===== src/rtl/axis_rr_burst_arbiter.sv =====
// Round-robin AXI-stream arbiter: grants one producer for a fixed BURST-beat burst into a shared sink.
// Optional stalled-grant revocation is enabled with `define ARB_TIMEOUT_EN.
module axis_rr_burst_arbiter #(
  parameter int unsigned NREQ    = 4,
  parameter int unsigned OUTW    = 24,
  parameter int unsigned BURST   = 8,
  parameter int unsigned TIMEOUT = 16
) (
  input  logic                           clk,
  input  logic                           reset,
  input  logic [NREQ-1:0][OUTW-1:0]      IN_AXIS_TDATA,
  input  logic [NREQ-1:0]                IN_AXIS_TVALID,
  output logic [NREQ-1:0]                IN_AXIS_TREADY,
  output logic [OUTW-1:0]                OUT_AXIS_TDATA,
  output logic                           OUT_AXIS_TVALID,
  output logic                           OUT_AXIS_TLAST,
  input  logic                           OUT_AXIS_TREADY,
  output logic [((NREQ > 1) ? $clog2(NREQ) : 1)-1:0] grant_id,
  output logic                           busy
);

  localparam int unsigned GW = (NREQ > 1) ? $clog2(NREQ) : 1;
  localparam int unsigned CW = (BURST > 1) ? $clog2(BURST) : 1;
  localparam logic [CW-1:0] LAST_BEAT = CW'(BURST - 1);

  if (NREQ < 1) begin : g_bad_nreq
    $error("axis_rr_burst_arbiter: NREQ must be >= 1");
  end
  if (BURST < 1) begin : g_bad_burst
    $error("axis_rr_burst_arbiter: BURST must be >= 1");
  end
  if (TIMEOUT < 1) begin : g_bad_timeout
    $error("axis_rr_burst_arbiter: TIMEOUT must be >= 1");
  end

  typedef enum logic {
    IDLE,
    BUSY
  } state_t;

  state_t          state_q;
  logic [GW-1:0]   ptr_q;
  logic [GW-1:0]   grant_q;
  logic [CW-1:0]   beat_q;
  logic            busy_q;

  logic            pick_vld;
  logic [GW-1:0]   pick_idx;
  logic [GW-1:0]   cand;
  logic [GW-1:0]   ptr_d;
  logic [GW-1:0]   sel;
  logic            beat;

  // First valid requester scanning ptr, ptr+1, ... modulo NREQ.
  always_comb begin
    pick_vld = 1'b0;
    pick_idx = '0;
    cand     = '0;
    for (int unsigned k = 0; k < NREQ; k++) begin
      cand = GW'((32'(ptr_q) + k) % NREQ);
      if (!pick_vld && IN_AXIS_TVALID[cand]) begin
        pick_vld = 1'b1;
        pick_idx = cand;
      end
    end
  end

  assign ptr_d = (32'(grant_q) == NREQ - 1) ? '0 : grant_q + 1'b1;
  assign sel   = (state_q == BUSY) ? grant_q : '0;

  always_comb begin
    IN_AXIS_TREADY = '0;
    if (state_q == BUSY) begin
      IN_AXIS_TREADY[grant_q] = OUT_AXIS_TREADY;
    end
  end

  assign OUT_AXIS_TDATA  = IN_AXIS_TDATA[sel];
  assign OUT_AXIS_TVALID = (state_q == BUSY) && IN_AXIS_TVALID[grant_q];
  assign OUT_AXIS_TLAST  = (state_q == BUSY) && (beat_q == LAST_BEAT);
  assign beat            = OUT_AXIS_TVALID && OUT_AXIS_TREADY;

  assign grant_id = grant_q;
  assign busy     = busy_q;

`ifdef ARB_TIMEOUT_EN
  localparam int unsigned SW = (TIMEOUT > 1) ? $clog2(TIMEOUT) : 1;
  localparam logic [SW-1:0] STALL_MAX = SW'(TIMEOUT - 1);

  logic [SW-1:0] stall_q;

  always_ff @(posedge clk) begin
    if (reset) begin
      state_q <= IDLE;
      ptr_q   <= '0;
      grant_q <= '0;
      beat_q  <= '0;
      busy_q  <= 1'b0;
      stall_q <= '0;
    end else begin
      case (state_q)
        IDLE: begin
          stall_q <= '0;
          if (pick_vld) begin
            grant_q <= pick_idx;
            beat_q  <= '0;
            busy_q  <= 1'b1;
            state_q <= BUSY;
          end
        end
        BUSY: begin
          // Only an absent producer stalls the grant; sink backpressure never does.
          if (IN_AXIS_TVALID[grant_q]) begin
            stall_q <= '0;
            if (OUT_AXIS_TREADY) begin
              if (beat_q == LAST_BEAT) begin
                beat_q  <= '0;
                ptr_q   <= ptr_d;
                busy_q  <= 1'b0;
                state_q <= IDLE;
              end else begin
                beat_q <= beat_q + 1'b1;
              end
            end
          end else if (stall_q == STALL_MAX) begin
            stall_q <= '0;
            beat_q  <= '0;
            ptr_q   <= ptr_d;
            busy_q  <= 1'b0;
            state_q <= IDLE;
          end else begin
            stall_q <= stall_q + 1'b1;
          end
        end
        default: state_q <= IDLE;
      endcase
    end
  end
`else
  always_ff @(posedge clk) begin
    if (reset) begin
      state_q <= IDLE;
      ptr_q   <= '0;
      grant_q <= '0;
      beat_q  <= '0;
      busy_q  <= 1'b0;
    end else begin
      case (state_q)
        IDLE: begin
          if (pick_vld) begin
            grant_q <= pick_idx;
            beat_q  <= '0;
            busy_q  <= 1'b1;
            state_q <= BUSY;
          end
        end
        BUSY: begin
          if (beat) begin
            if (beat_q == LAST_BEAT) begin
              beat_q  <= '0;
              ptr_q   <= ptr_d;
              busy_q  <= 1'b0;
              state_q <= IDLE;
            end else begin
              beat_q <= beat_q + 1'b1;
            end
          end
        end
        default: state_q <= IDLE;
      endcase
    end
  end
`endif

endmodule


===== config.mk =====
export PLATFORM = sky130hd
export DESIGN_NAME = axis_rr_burst_arbiter
export DESIGN_NICKNAME = d
export VERILOG_FILES = /design/src/rtl/axis_rr_burst_arbiter.sv
export SDC_FILE = /design/constraint.sdc
export NUM_CORES = 1
export LEC_CHECK = 0
export ABC_CLOCK_PERIOD_IN_PS = 2700
export BUFFER_PORTS_ARGS = -buffer_cell sky130_fd_sc_hd__buf_2
export CAP_MARGIN = 20
export CORE_MARGIN = 2
export CORE_UTILIZATION = 37
export CTS_CLUSTER_DIAMETER = 60
export DETAILED_ROUTE_END_ITERATION = 8
export GPL_TIMING_DRIVEN = 0
export PLACE_DENSITY = 0.82
export SYNTH_ARGS = -nofsm -noshare
export SYNTH_HDL_FRONTEND = slang
export SYNTH_SLANG_ARGS = --single-unit

===== constraint.sdc =====
create_clock -name clk -period 2.7 [get_ports clk]
set_input_delay 0 -clock clk [delete_from_list [all_inputs] [get_ports clk]]
set_output_delay 0 -clock clk [all_outputs]
set_load 0.03 [all_outputs]

Yosys cells after proc, flatten, opt, wreduce, memory -nomap -nowiden
Cells that the tools add are included.

Bits in registers: 9. Output and inout bits: 33. Logic and storage cells: 75.

Reduce and logical (&&, ||, !) cells: 14. Eq/ne operators: 5. Bitwise gates (word level): 2. Add/subtract/negate cells: 5. Multiplexer cells: 37. Magnitude comparators: 7.

Operators by type and width (number): $bmux 24 s2 (1); $mux 24 (1); $lt 2x3->1 const B (6); $mux 1 (16); $mux 2 (6); $bmux 1 s2 (5); $mux 3 (3); $logic_and 1x1->1 (7); $pmux 3 s2 (1); $reduce_and 3->1 (2); $add 2x1->2 const B (2); $add 2x2->2 const B (2); $and 4x4->4 (1); $mux 4 (1); $ne 2x1->1 const B (2); $pmux 1 s2 (2); $reduce_and 2->1 (2); $add 3x1->3 const B (1); $eq 3x3->1 const B (1); $logic_not 1->1 (3); $demux 1 s2 (1); $eq 2x2->1 const B (1); $ge 2x1->1 const B (1); $ne 2x2->1 const B (1); $not 1->1 (1).

Longest topological paths before layout
Depth in word-level cells: 14. Gate-level depth with buffers: 6. Mapped depth without buffers: 6.

Worst setup path before layout
OpenSTA, ideal clock, no wires.

Kind: register -> output. From: register grant_q[0], in the netlist grant_id[0]. To: output OUT_AXIS_TDATA[0]. Path buffers: 2. Path slack: 757 ps. Stages on the path, launching flop included: 6. Arrival: 1943 ps. Data required time: 2700 ps. Cells stage by stage: dfxtp_1 -> and2_1 -> clkbuf_1 -> clkbuf_1 -> nand2_1 -> a31oi_1.

Word-level cells in the longest chain between the ends: 3.

Ends and longest elaborated chain: start: declaration (RTL line 43) `logic [GW-1:0] grant_q;`; start signal: assignment (RTL line 151) `grant_q <= pick_idx;`; $mux 2 (RTL line 69) `assign sel = (state_q == BUSY) ? grant_q : '0;`; $bmux 24 s2 (RTL line 78) `assign OUT_AXIS_TDATA = IN_AXIS_TDATA[sel];`; $mux 24 (not written as such) (RTL line 78); end: declaration (RTL line 14) `output logic [OUTW-1:0] OUT_AXIS_TDATA,`.

Every way passes these cells. The select of a mux whose other input is x is not followed.

Worst setup path after layout
From: register grant_q[0], in the netlist grant_id[0]. To: output OUT_AXIS_TDATA[16].

Same word-level chain as after synthesis.

==> flow_metrics.py <==
metrics = {
    "clock_network": {
        "post_cts_buffers": 0,
        "clkLatencyLatePin_ps": 240,
        "clockBufferDepth": 2,
        "cts_root_buf": "clkbuf_8",
        "cts_tree": "done",
        "cts_resized": 0,
        "ctsHoldBuffers": 1,
        "cts.sinks": 9,
        "htree_levels": 1,
        "clkSlewWorstSetupHoldPaths_ps": 40,
        "numCtsBuffers": 3,
    },
    "synthesis": {
        "avgSynthCellArea_um2": 6.49,
        "synth_area_um2": 1390,
        "syn_nets": 323,
        "yosysWarnings": 0,
        "synth_seq_cells": 9,
        "netlist_instances": 214,
        "ys_types": 37,
        "synth_seq_area_share": 0.130,
    },
    "routing": {
        "num_vias": 2116,
        "wl_per_cell_um": 13.4,
        "drt_wl_total_mm": 5.34,
        "dr.pass1.iters": 4,
        "drc_errors": 0,
        "drt_iter0_drc": 137,
        "ant_nets": 0,
        "vias_per_cell": 5.29,
    },
    "global_route": {
        "grt_pass1_wl_mm": 8.01,
        "overflow": 0,
        "grt_max_degree": 12,
        "grt_pass1_vias": 1773,
        "track_usage": 0.236,
        "antenna_found_initial": 0,
    },
    "sta": {
        "finalSetupViolations": 0,
        "maxSlewViolCount": 0,
        "slew_headroom": 0.647,
        "fin_skew_ps": 0.319,
        "min_period_ps": 2130,
        "hold_viol": 0,
        "min_period_over_period": 0.787,
        "tns_ps": 0,
        "rsz0062_at_grt": "false",
        "max_slew.worst_pin.slew_ps": 529,
        "clock.fmax_mhz": 471,
    },
    "run": {
        "cap_violations": 0,
    },
    "pwr": {
        "leakagePower_nw": 1.07,
        "power.density_nw_per_um2": 305,
        "worst_ir_drop_vdd_uv": 370,
    },
    "worst_hold_path": {
        "min_from": "OUT_AXIS_TREADY",
        "hold_path_class": "input port to flip-flop",
    },
    "worst_setup_path": {
        "cpMostUsedCell": "clkbuf_1",
        "endpoint_kind": "primary output",
        "critPathKind": "flip-flop to primary output",
        "cp_top_family": "buffers and inverters",
        "crit_buf_inv": 3,
        "startpoint_type": "flip-flop",
        "arrival_ps": 2130,
        "ff2ff_setup_slack_ps": 840,
        "r2r-start": "grant_id[0]",
        "crit_start": "grant_id[0]",
        "slowest_stage": "dfxtp_1",
        "required_ps": 2700,
        "cp_max_fo": 10,
        "max_stage_delay_ps": 540,
        "crit_chain": "and2_1 > clkbuf_1 > clkbuf_1 > nand2_1 > a31oi_1 > buf_2",
    },
    "finish": {
        "final_net_count": 462,
        "fillCellCount": 377,
        "drive_above_1_share": 0.415,
        "antennaDiodeCount": 0,
        "syn_to_final_growth_pct": 56.2,
        "fin_cells": 400,
    },
    "placed_design": {
        "dp_hpwl_mm": 4.20,
        "portBuffers": 133,
        "gp_congestion": 0.757,
        "dp_cells": 395,
    },
    "floorplanning": {
        "die_w_um": 65.3,
        "dieArea_um2": 4260,
        "num_rows": 22,
        "initial_core_util": 0.382,
        "io_pins": 136,
        "die_y_um": 65.3,
        "core-area_um2": 3630,
    },
    "run_status": {
        "status": "completed",
    },
}
metrics by stage:
step                setup WS [ps]  hold slack [ps]  total power [mW]  utilization  instance area, um^2
finish                        575              109             0.662        0.597                 2170
CTS                           551             96.4             0.668        0.597                 2170
floorplan                     757              163             0.358            -                 1390
global route                  349              137             0.698        0.597                 2170
detailed placement            820              240             0.502        0.582                 2110
global placement              806              236             0.498        0.582                 2110
worst paths after layout:
path / cells after the start / end
setup / recovery: 6 / OUT_AXIS_TDATA[16]
hold / removal: 3 / beat_q[2]
setup reg to reg: 6 / ptr_q[1]
hold reg to reg: 2 / beat_q[2]
placed cells by master (no fill, tap or decap), types with 2 or more instances in the layout:
master / netlist / final
mux2i_1: 3 / 3
and3_1: 4 / 4
ha_1: 6 / 6
o21ai_1: 3 / 3
nand3b_1: 2 / 2
a21oi_1: 9 / 9
nor2b_1: 2 / 2
clkbuf_8: 0 / 3
clkbuf_1: 14 / 15
a211oi_1: 24 / 24
nor2_1: 4 / 4
buf_4: 2 / 2
buf_2: 2 / 135
nand2_1: 52 / 52
a31oi_1: 24 / 24
nand3_1: 5 / 5
and2_1: 27 / 27
inv_1: 3 / 3
dfxtp_1: 9 / 9
synth_stat cells:
cell type | count | area share
nand2_1 | 52 | 0.14
and2_1 | 27 | 0.12
a211oi_1 | 24 | 0.13
a31oi_1 | 24 | 0.11
clkbuf_1 | 14 | 0.038
a21oi_1 | 9 | 0.032
dfxtp_1 | 9 | 0.13
ha_1 | 6 | 0.054
nand3_1 | 5 | 0.018
and3_1 | 4 | 0.018
nor2_1 | 4 | 0.011
inv_1 | 3 | 0.0081
mux2i_1 | 3 | 0.022
o21ai_1 | 3 | 0.011
buf_2 | 2 | 0.0072
buf_4 | 2 | 0.011
nand3b_1 | 2 | 0.011
nor2b_1 | 2 | 0.0090
a21o_1 | 1 | 0.0054
a21oi_2 | 1 | 0.0063
a221oi_1 | 1 | 0.0063
a2bb2oi_1 | 1 | 0.0063
buf_1 | 1 | 0.0027
buf_6 | 1 | 0.0081
inv_2 | 1 | 0.0027
mux4_2 | 1 | 0.016
nand3_2 | 1 | 0.0072
nand4_1 | 1 | 0.0045
nand4b_1 | 1 | 0.0063
nor4_2 | 1 | 0.0090
o2111ai_1 | 1 | 0.0063
o22a_1 | 1 | 0.0063
o41ai_1 | 1 | 0.0063
or2_1 | 1 | 0.0045
or3_1 | 1 | 0.0045
or3b_1 | 1 | 0.0063
or4_1 | 1 | 0.0054
area by class of cell:
cell class | instances | area, um^2 | share of cell area
timing repair buffer | 134 | 676 | 0.311
inverter | 4 | 15.0 | 0.00692
sequential | 9 | 180 | 0.0830
buffer | 20 | 92.6 | 0.0427
tap | 48 | 60.1 | 0.0277
multi-input combinational | 181 | 1100 | 0.507
clock buffer | 4 | 45.0 | 0.0208
worst reg2reg max path: stages (launching register included):
cell and delay (ps):
dfxtp_1 540, buf_2 290, inv_2 110, clkbuf_1 280, ha_1 370, nand3b_1 90
a21oi_1 120
flip-flops by register name, indices dropped and copies added, names as in the netlist:
| signal | flops |
|---|---|
| beat_q | 3 |
| busy | 1 |
| grant_id | 2 |
| ptr_q | 2 |
| state_q | 1 |
power breakdown:
part | total [mW] | switching, mW | internal [mW]
logic | 0.354 | 0.215 | 0.139
clock network | 0.161 | 0.0579 | 0.103
registers | 0.147 | 0.00798 | 0.139
logic make-up after synthesis:
group | Yosys count | share of synthesized area
mux | 4 | 0.0378
fa+ha+maj | 6 | 0.0541
buf+inv | 24 | 0.0775
simple gates | 104 | 0.377
compound gates | 67 | 0.324
flops | 9 | 0.130
layer usage:
layer  global-route usage  up-vias  part of all wire
li1                     -     1058                 -
met1                0.295      946              0.38
met2                0.408      106              0.50
met3               0.0360        6              0.11
met4               0.0859        0             0.015
met5                    0        -                 0
(Power assumes the default switching activity.)
